$ cat src/rtl/mips_mem_pkg.sv
// Shared definitions for the wait-state data-memory responder: word width,
// responder FSM states, the misaligned-access poison word and the legal
// LATENCY range.
package mips_mem_pkg;

  localparam int WORD_W      = 32;
  localparam int LATENCY_MIN = 1;
  localparam int LATENCY_MAX = 15;

  localparam logic [WORD_W-1:0] POISON_WORD = 32'hDEADBEEF;

  typedef enum logic [1:0] {
    IDLE = 2'd0,
    WAIT = 2'd1,
    RESP = 2'd2
  } dmem_state_t;

  // Counter preload for a given latency. An out-of-range latency is clamped
  // into the legal window, so the counter can never wrap.
  function automatic logic [3:0] ctr_load_val(input int lat);
    int l;
    l = lat;
    if (l < LATENCY_MIN) l = LATENCY_MIN;
    if (l > LATENCY_MAX) l = LATENCY_MAX;
    return 4'(l - 1);
  endfunction

endpackage

$ cat src/rtl/dmem_latency_ctr.sv
// 4-bit load/decrement counter that times the wait states of one memory
// request. done_o flags the last wait cycle (count == 1).
module dmem_latency_ctr
  import mips_mem_pkg::*;
(
  input  logic       clk,
  input  logic       rst,
  input  logic       load_i,
  input  logic [3:0] load_val_i,
  input  logic       dec_i,
  output logic [3:0] cnt_o,
  output logic       done_o
);

  logic [3:0] cnt_q;
  logic [3:0] cnt_d;

  // Next count: a load takes precedence over a decrement, and the count
  // never decrements below zero.
  always_comb begin
    cnt_d = cnt_q;
    if (load_i) begin
      cnt_d = load_val_i;
    end else if (dec_i && (cnt_q != 4'd0)) begin
      cnt_d = cnt_q - 4'd1;
    end
  end

  // Count register, cleared by reset.
  always_ff @(posedge clk) begin
    if (rst) begin
      cnt_q <= 4'd0;
    end else begin
      cnt_q <= cnt_d;
    end
  end

  assign cnt_o  = cnt_q;
  assign done_o = (cnt_q == 4'd1);

endmodule

$ cat src/rtl/dmem_wait_responder.sv
// Word-addressed data RAM that answers a MIPS core's data port after a
// programmable number of wait states. A request is accepted in IDLE, waits
// in WAIT, and completes with a one-cycle ready pulse in RESP.
//
// Handshake: the core holds memread/memwrite (plus dataadr/writedata) high
// until it samples ready=1; the responder accepts only in IDLE, so a request
// still held during RESP is taken again in the following IDLE cycle.
//
// Optional build macro DMEM_ALIGN_CHECK_EN adds the 'misaligned' output:
// requests with dataadr[1:0] != 0 still complete after LATENCY cycles, but
// their RAM write is suppressed and they return the poison word.
module dmem_wait_responder
  import mips_mem_pkg::*;
#(
  parameter int DEPTH_WORDS = 64,
  parameter int LATENCY     = 2,
  parameter int ADDR_W      = 32
) (
  input  logic              clk,
  input  logic              rst,
  input  logic              memread,
  input  logic              memwrite,
  input  logic [ADDR_W-1:0] dataadr,
  input  logic [WORD_W-1:0] writedata,
  output logic [WORD_W-1:0] readdata,
`ifdef DMEM_ALIGN_CHECK_EN
  output logic              misaligned,
`endif
  output logic              ready,
  output logic [1:0]        dbg_state
);

  localparam int         IDX_W    = $clog2(DEPTH_WORDS);
  localparam logic [3:0] LOAD_VAL = ctr_load_val(LATENCY);

  dmem_state_t       state_q;
  logic              ready_q;
  logic [WORD_W-1:0] readdata_q;
  logic [IDX_W-1:0]  idx_q;
  logic              op_write_q;
  logic              mis_cap_q;

  logic [WORD_W-1:0] mem_q [DEPTH_WORDS];

  logic [IDX_W-1:0]  idx_in;
  logic              req_in;
  logic              mis_in;
  logic              accept;
  logic              mem_we;
  logic              ctr_done;
  logic [3:0]        ctr_cnt_unused;
  logic              unused_addr_bits;

  assign idx_in = dataadr[IDX_W+1:2];
  assign req_in = memread | memwrite;
  assign accept = (state_q == IDLE) && req_in && !rst;

`ifdef DMEM_ALIGN_CHECK_EN
  logic mis_q;
  assign mis_in           = (dataadr[1:0] != 2'b00);
  assign unused_addr_bits = ^dataadr[ADDR_W-1:IDX_W+2];
  assign misaligned       = mis_q;
`else
  assign mis_in           = 1'b0;
  assign unused_addr_bits = ^{dataadr[ADDR_W-1:IDX_W+2], dataadr[1:0]};
`endif

  // Writes commit on the acceptance edge; a misaligned write never lands.
  assign mem_we = accept && memwrite && !mis_in;

  // Data returned in RESP: poison for a misaligned request, the RAM word for
  // an aligned read, and the previous value for an aligned write.
  function automatic logic [WORD_W-1:0] resp_word(input logic is_write,
                                                  input logic is_mis,
                                                  input logic [WORD_W-1:0] ram_word,
                                                  input logic [WORD_W-1:0] held);
    if (is_mis)        return POISON_WORD;
    else if (!is_write) return ram_word;
    else                return held;
  endfunction

  dmem_latency_ctr u_ctr (
    .clk        (clk),
    .rst        (rst),
    .load_i     (accept),
    .load_val_i (LOAD_VAL),
    .dec_i      (state_q == WAIT),
    .cnt_o      (ctr_cnt_unused),
    .done_o     (ctr_done)
  );

  // RAM array: not reset, written only when a request is accepted.
  always_ff @(posedge clk) begin
    if (mem_we) begin
      mem_q[idx_in] <= writedata;
    end
  end

  // Responder FSM with registered ready/readdata/misaligned outputs.
  always_ff @(posedge clk) begin
    if (rst) begin
      state_q    <= IDLE;
      ready_q    <= 1'b0;
      readdata_q <= '0;
      idx_q      <= '0;
      op_write_q <= 1'b0;
      mis_cap_q  <= 1'b0;
`ifdef DMEM_ALIGN_CHECK_EN
      mis_q      <= 1'b0;
`endif
    end else begin
      ready_q <= 1'b0;
`ifdef DMEM_ALIGN_CHECK_EN
      mis_q   <= 1'b0;
`endif
      case (state_q)
        IDLE: begin
          if (req_in) begin
            idx_q      <= idx_in;
            op_write_q <= memwrite;
            mis_cap_q  <= mis_in;
            if (LATENCY <= 1) begin
              state_q    <= RESP;
              ready_q    <= 1'b1;
              readdata_q <= resp_word(memwrite, mis_in, mem_q[idx_in], readdata_q);
`ifdef DMEM_ALIGN_CHECK_EN
              mis_q      <= mis_in;
`endif
            end else begin
              state_q <= WAIT;
            end
          end
        end
        WAIT: begin
          if (ctr_done) begin
            state_q    <= RESP;
            ready_q    <= 1'b1;
            readdata_q <= resp_word(op_write_q, mis_cap_q, mem_q[idx_q], readdata_q);
`ifdef DMEM_ALIGN_CHECK_EN
            mis_q      <= mis_cap_q;
`endif
          end
        end
        RESP: begin
          state_q <= IDLE;
        end
        default: begin
          state_q <= IDLE;
        end
      endcase
    end
  end

  assign ready     = ready_q;
  assign readdata  = readdata_q;
  assign dbg_state = state_q;

endmodule

$ cat config.mk
export PLATFORM = sky130hd
export DESIGN_NAME = dmem_wait_responder
export DESIGN_NICKNAME = d
export VERILOG_FILES = /design/src/rtl/mips_mem_pkg.sv /design/src/rtl/dmem_latency_ctr.sv /design/src/rtl/dmem_wait_responder.sv
export SDC_FILE = /design/constraint.sdc
export NUM_CORES = 2
export LEC_CHECK = 0
export CAP_MARGIN = 10
export CORE_MARGIN = 1
export CORE_UTILIZATION = 65
export DETAILED_ROUTE_END_ITERATION = 8
export PLACE_DENSITY = 0.82
export SLEW_MARGIN = 20
export SYNTH_ARGS = -nofsm -noshare
export SYNTH_HDL_FRONTEND = slang
export SYNTH_SLANG_ARGS = --single-unit
$ cat constraint.sdc
create_clock -name clk -period 9.55 [get_ports clk]
set_input_delay 1.91 -clock clk [delete_from_list [all_inputs] [get_ports clk]]
set_output_delay 1.91 -clock clk [all_outputs]
set_load 0.03 [all_outputs]
# == Word-level counts from Yosys, hierarchy flattened ==
# Memories as Yosys holds them, arrays and structs flattened. A register that Yosys moved wholly into a read port is not among the register bits.
# Index checks and enable logic that the tools add are counted.
# classes
n_addsub,1
n_mul,0
div_mod_pow,0
n_lt_le_gt_ge,0
n_eq_ne,4
shifts,0
n_mux,8
bitwise_logic,3
reduce_logical,13
# ops
cell,n
2-to-1 mux 1 bit,5
== test 4 x 1 -> 1 bit (second input constant),1
logical AND 1 bit,4
2-to-1 mux 2 bit,2
!= test 2 bit (second input constant),2
one-hot mux 2 bit (2 select lines),1
AND reduction 2 bit,2
nonzero test 4 bit,1
OR reduction 2 bit,2
subtractor 4 x 1 -> 4 bit (second input constant),1
AND reduction 3 bit,1
== test 2 x 1 -> 1 bit (second input constant),1
logical NOT 2 bit,1
inverter 1 bit,2
nonzero test 2 bit,1
logical NOT 1 bit,1
bitwise OR 1 bit,1
# totals
regBits,14
latchBits,0
ramBits,2048
mem_bits_ro,0
in_bits,68
output_inout_bits,35
elab_cells,36
n_memories,1
# memory_table
name,words,width,rd,rd_ports_with_merged_regs,wr,line_no,rtl
mem_q,64,32,1,1,1,dmem_wait_responder.sv:43,logic [WORD_W-1:0] mem_q [DEPTH_WORDS];

# == Longest topological paths before layout ==
# depth
word_depth,6
depth_mapped,11
mapped_depth_nobuf,7

# == Hierarchy ==
# Synthesis repeated with hierarchy kept, for this count alone.
# hier_totals
cells_unflattened,3738
area_unflattened_um2,80494.7
# modules_own_cells
mod,instances,cells_per_inst,area_each_um2,seq_area_each_um2
dmem_wait_responder,1,3705,80208.2,62339.8
dmem_latency_ctr,1,33,286.5,80.1

# == Worst setup path after synthesis ==
# Ideal clock, no wire load.
# synth_path
path_kind,input -> register
from,input rst
to,memory mem_q[30][0] (enable)
setup_ns,0.421
t_arrival_ns,4.503
t_required_ns,9.129
path_slack_ns,4.625
cell_stages,6
n_path_buf,2
cell_sequence,clkbuf_1 nor4_1 clkbuf_1 and3b_1 nand3_1 nor2_1
# synth_via
elab_chain_len,5
# synth_lines
element,line_no,rtl
"start, declared",dmem_wait_responder.sv:20,"input logic rst,"
logical NOT 1 bit,dmem_wait_responder.sv:56,assign accept = (state_q == IDLE) && req_in && !rst;
logical AND 1 bit,dmem_wait_responder.sv:56,
logical AND 1 bit,dmem_wait_responder.sv:69,assign mem_we = accept && memwrite && !mis_in;
2-to-1 mux 1 bit,dmem_wait_responder.sv:94,if (mem_we) begin
2-to-1 mux 1 bit (implied by the code),dmem_wait_responder.sv:95,mem_q[idx_in] <= writedata;
"end, declared",dmem_wait_responder.sv:43,
# No other way between the ends.

# == Worst setup path in the final report ==
# layout_path
from,input rst
to,memory mem_q[30][14] (enable)
# The elaborated chain is that of the path after synthesis.

==> impl_metrics.csv <==
group,metric,value,unit
status,status,"completed",
synth,synth-async-reset-ratio,0,%
die,rows,128,
synth,ys_types,64,
grt,grt_use_total,35.4,%
clock_tree,clockBufferDepth,3,
clock_tree,clkLatencyLatePin,0.82,ns
grt,antenna_found_initial,22,
clock_tree,post-cts-setup-buffer-count,0,
synth,syn_nets,3606,
grt,grt_pass1_wl,305000,um
grt,met3_usage,11.0,%
worst_hold_path,hold_depth,2,
layout,area_growth,11.6,%
worst_setup_path,critPathBufInv,3,
synth,syn_area,79900,um2
flow_run,drv_cap,0,
worst_setup_path,crit_arrival,5.67,ns
worst_setup_path,crit_path_start,"rst",
grt,top_usage_layer,"met2",
worst_setup_path,reg2reg_depth,7,
worst_setup_path,critPathRequiredTime,9.98,ns
placement,io_buffer_count,76,
worst_setup_path,path_common_cell,"buf_4",
routing,route.detailed.drc,0,
layout,layout-drive-gt1-share,27.4,%
clock_tree,cts_root_buffer,"clkbuf_16",
timing,maxClockFrequency,191,MHz
worst_setup_path,worst-path-stages,7,
power,power.leakage,27.2,nW
grt,use_met2,54.6,%
layout,instances_no_fill,5523,
synth,netlist_top_cells_count,"edfxtp_1, mux4_2, a22oi_1",
worst_setup_path,r2r_slack,5.16,ns
worst_setup_path,crit_family,"simple AND/OR/NAND/NOR gates",
worst_setup_path,r2r_start,"idx_q[0]",
die,dieArea,124000,um2
grt,grt_max_degree,105,
timing,setup_viol_count_final,0,
timing,period_share,54.8,%
worst_setup_path,slowest_delay,0.82,ns
grt,grt_pass1_vias,41800,
timing,min_period,5.24,ns
worst_hold_path,holdCritPathClass,"reg -> reg",
clock_tree,cts-htree-levels,4,
worst_setup_path,critPathLaunchType,"input pin",
placement,dp_hpwl,109000,um
routing,dr.pass1.iters,6,
worst_setup_path,critPathMaxFanout,21,
clock_tree,clock_sinks,2094,
worst_setup_path,r2r-end,"readdata[31]",
timing,max_slew_margin,16.3,%
timing,rsz0062_at_grt,"no",
synth,yosysMostFrequentCell,"edfxtp_1",
power,peakVddDrop,0.295,mV
synth,syn-instance-count,3535,
timing,report.final.slew_viol_count,0,
layout,num-nets-final,3801,
timing,hold_viol_final,0,
timing,skew,0.0418,ns
die,core,122000,um2
clock_tree,hold_buffers,0,
routing,detail-route-antenna-nets,0,
routing,wl,218000,um
synth,ys.warnings.count,0,
worst_setup_path,crit_end,"mem_q[30][14]",
synth,syn_area_per_cell,22.6,um2
clock_tree,cts_tree,"yes",
clock_tree,cts_buffers,192,
routing,vias_per_cell,7.43,
worst_setup_path,crit_chain,"clkdlybuf4s50_1, nor4_1, buf_4, and3b_1, nand3_1, nor2_4, buf_4",
power,power_density,221,nW/um2
synth,synth_seq_cells,2094,
synth,ys_seq_area_share,78.1,%
worst_setup_path,critical_path_class,"in -> reg",
die,pin_count,103,
synth,synth_area_leaders,"edfxtp_1, mux4_2, a22oi_1",
die,die-height,353,um
placement,gp_congestion,0.833,
die,fp.dieW,353,um
worst_setup_path,cp_slowest_cell,"nand3_1",
synth,synth-edff-count,2048,
routing,wire_per_inst,39.4,um
timing,tightest_slew,1.25,ns
clock_tree,cts_resized,0,
routing,drt_iter0_drc,6590,
die,start_util,65.6,%
clock_tree,clkTransAtPathRegs,0.06,ns
grt,grt-ovfl-total,0,
grt,met1_usage,44.5,%
worst_setup_path,end_kind,"flop",
synth,yosysTopAreaCellShare,76.9,%
synth,synth_top_flop_cell,"edfxtp_1",
timing,setup_tns,0,ns
routing,vias,41100,
placement,placed_cells,5161,
synth,yosysTopAreaCell,"edfxtp_1",
registers in the layout (all words and copies together) (netlist names):
register	cells
ready	1
mem_q	2048
idx_q	6
dbg_state	2
u_ctr.cnt_o	4
op_write_q	1
readdata	32
per-layer routing:
layer	share of wire (%)	wire length (um)	vias up
li1	-	-	15500
met4	7.3	15900	28
met1	31	67000	20900
met2	47	102000	3864
met3	15	32400	850
met5	0.077	168	-
worst min-delay path, delay by kind of cell, from the launching register on:
family | cells | cell delay, ns
compound gates | 1 | 0.06
simple gates | 1 | 0.11
flops | 1 | 0.33
metrics by stage:
step	total power, mW	cell area, um2	worst slack [ns]	hold slack, ns	utilization [%]
after floorplan	11.6	79900	4.63	0.489	-
after global routing	20.1	89200	4.35	0.563	73.2
after detailed placement	12.2	83000	3.81	0.526	68.1
after CTS	19.7	89100	4.51	0.535	73.1
final	19.7	89200	4.31	0.541	73.2
after global placement	12.2	83000	3.98	0.504	68.1
cell usage in the layout, fill, tap and decap left out, types with 19 or more instances in the layout:
master / instances
mux4_2: 459
a21oi_1: 53
clkinv_2: 35
buf_4: 132
buf_2: 20
clkinv_1: 26
a221oi_1: 43
nand2_1: 70
nor2_1: 26
clkdlybuf4s50_1: 44
edfxtp_1: 2048
clkbuf_16: 195
mux2i_1: 58
mux2_1: 19
a211oi_1: 23
nor2_4: 66
nor2b_1: 25
dfxtp_1: 42
clkbuf_1: 49
mux2_2: 70
a22oi_1: 137
how the worst min path moves through the flow:
| stage | start | end | slack, ns |
|---|---|---|---|
| 3_3_place_gp | u_ctr.cnt_o[1] | u_ctr.cnt_o[1] | 0.50 |
| 3_5_place_dp | u_ctr.cnt_o[1] | u_ctr.cnt_o[1] | 0.53 |
| 2_1_floorplan | u_ctr.cnt_o[1] | u_ctr.cnt_o[1] | 0.49 |
| 5_1_grt | u_ctr.cnt_o[1] | u_ctr.cnt_o[1] | 0.56 |
| 6_report | u_ctr.cnt_o[1] | u_ctr.cnt_o[1] | 0.54 |
| 4_1_cts | u_ctr.cnt_o[1] | u_ctr.cnt_o[1] | 0.53 |
power breakdown:
part | switching, mW | total (mW) | internal [mW] | leakage [nW]
combinational | 1.16 | 1.91 | 0.749 | 5.37
clock | 3.38 | 7.60 | 4.23 | 3.02
sequential | 0.0761 | 10.2 | 10.1 | 18.8
total | 4.61 | 19.7 | 15.1 | 27.2
cell type report:
cell class | count | area (um2)
fill | 6063 | 32700
sequential | 2094 | 62400
timing repair buffer | 202 | 1650
clock inverter | 96 | 888
multi-input combinational | 1237 | 16900
antenna | 5 | 12.5
tap | 1625 | 2030
clock buffer | 261 | 5300
inverter | 3 | 11.3
cell families after synthesis:
| kind of cell | count (synthesis) | share of synthesized area [%] |
|---|---|---|
| AO/OA/AOI/OAI | 339 | 3.22 |
| XOR/XNOR | 3 | 0.0329 |
| adder cells (fa/ha/maj) | 3 | 0.0470 |
| buffers and inverters | 204 | 1.52 |
| flip-flops | 2094 | 78.1 |
| multiplexers | 623 | 15.4 |
| AND/OR/NAND/NOR | 269 | 1.69 |
No activity file was read; power rests on OpenSTA's default activity.
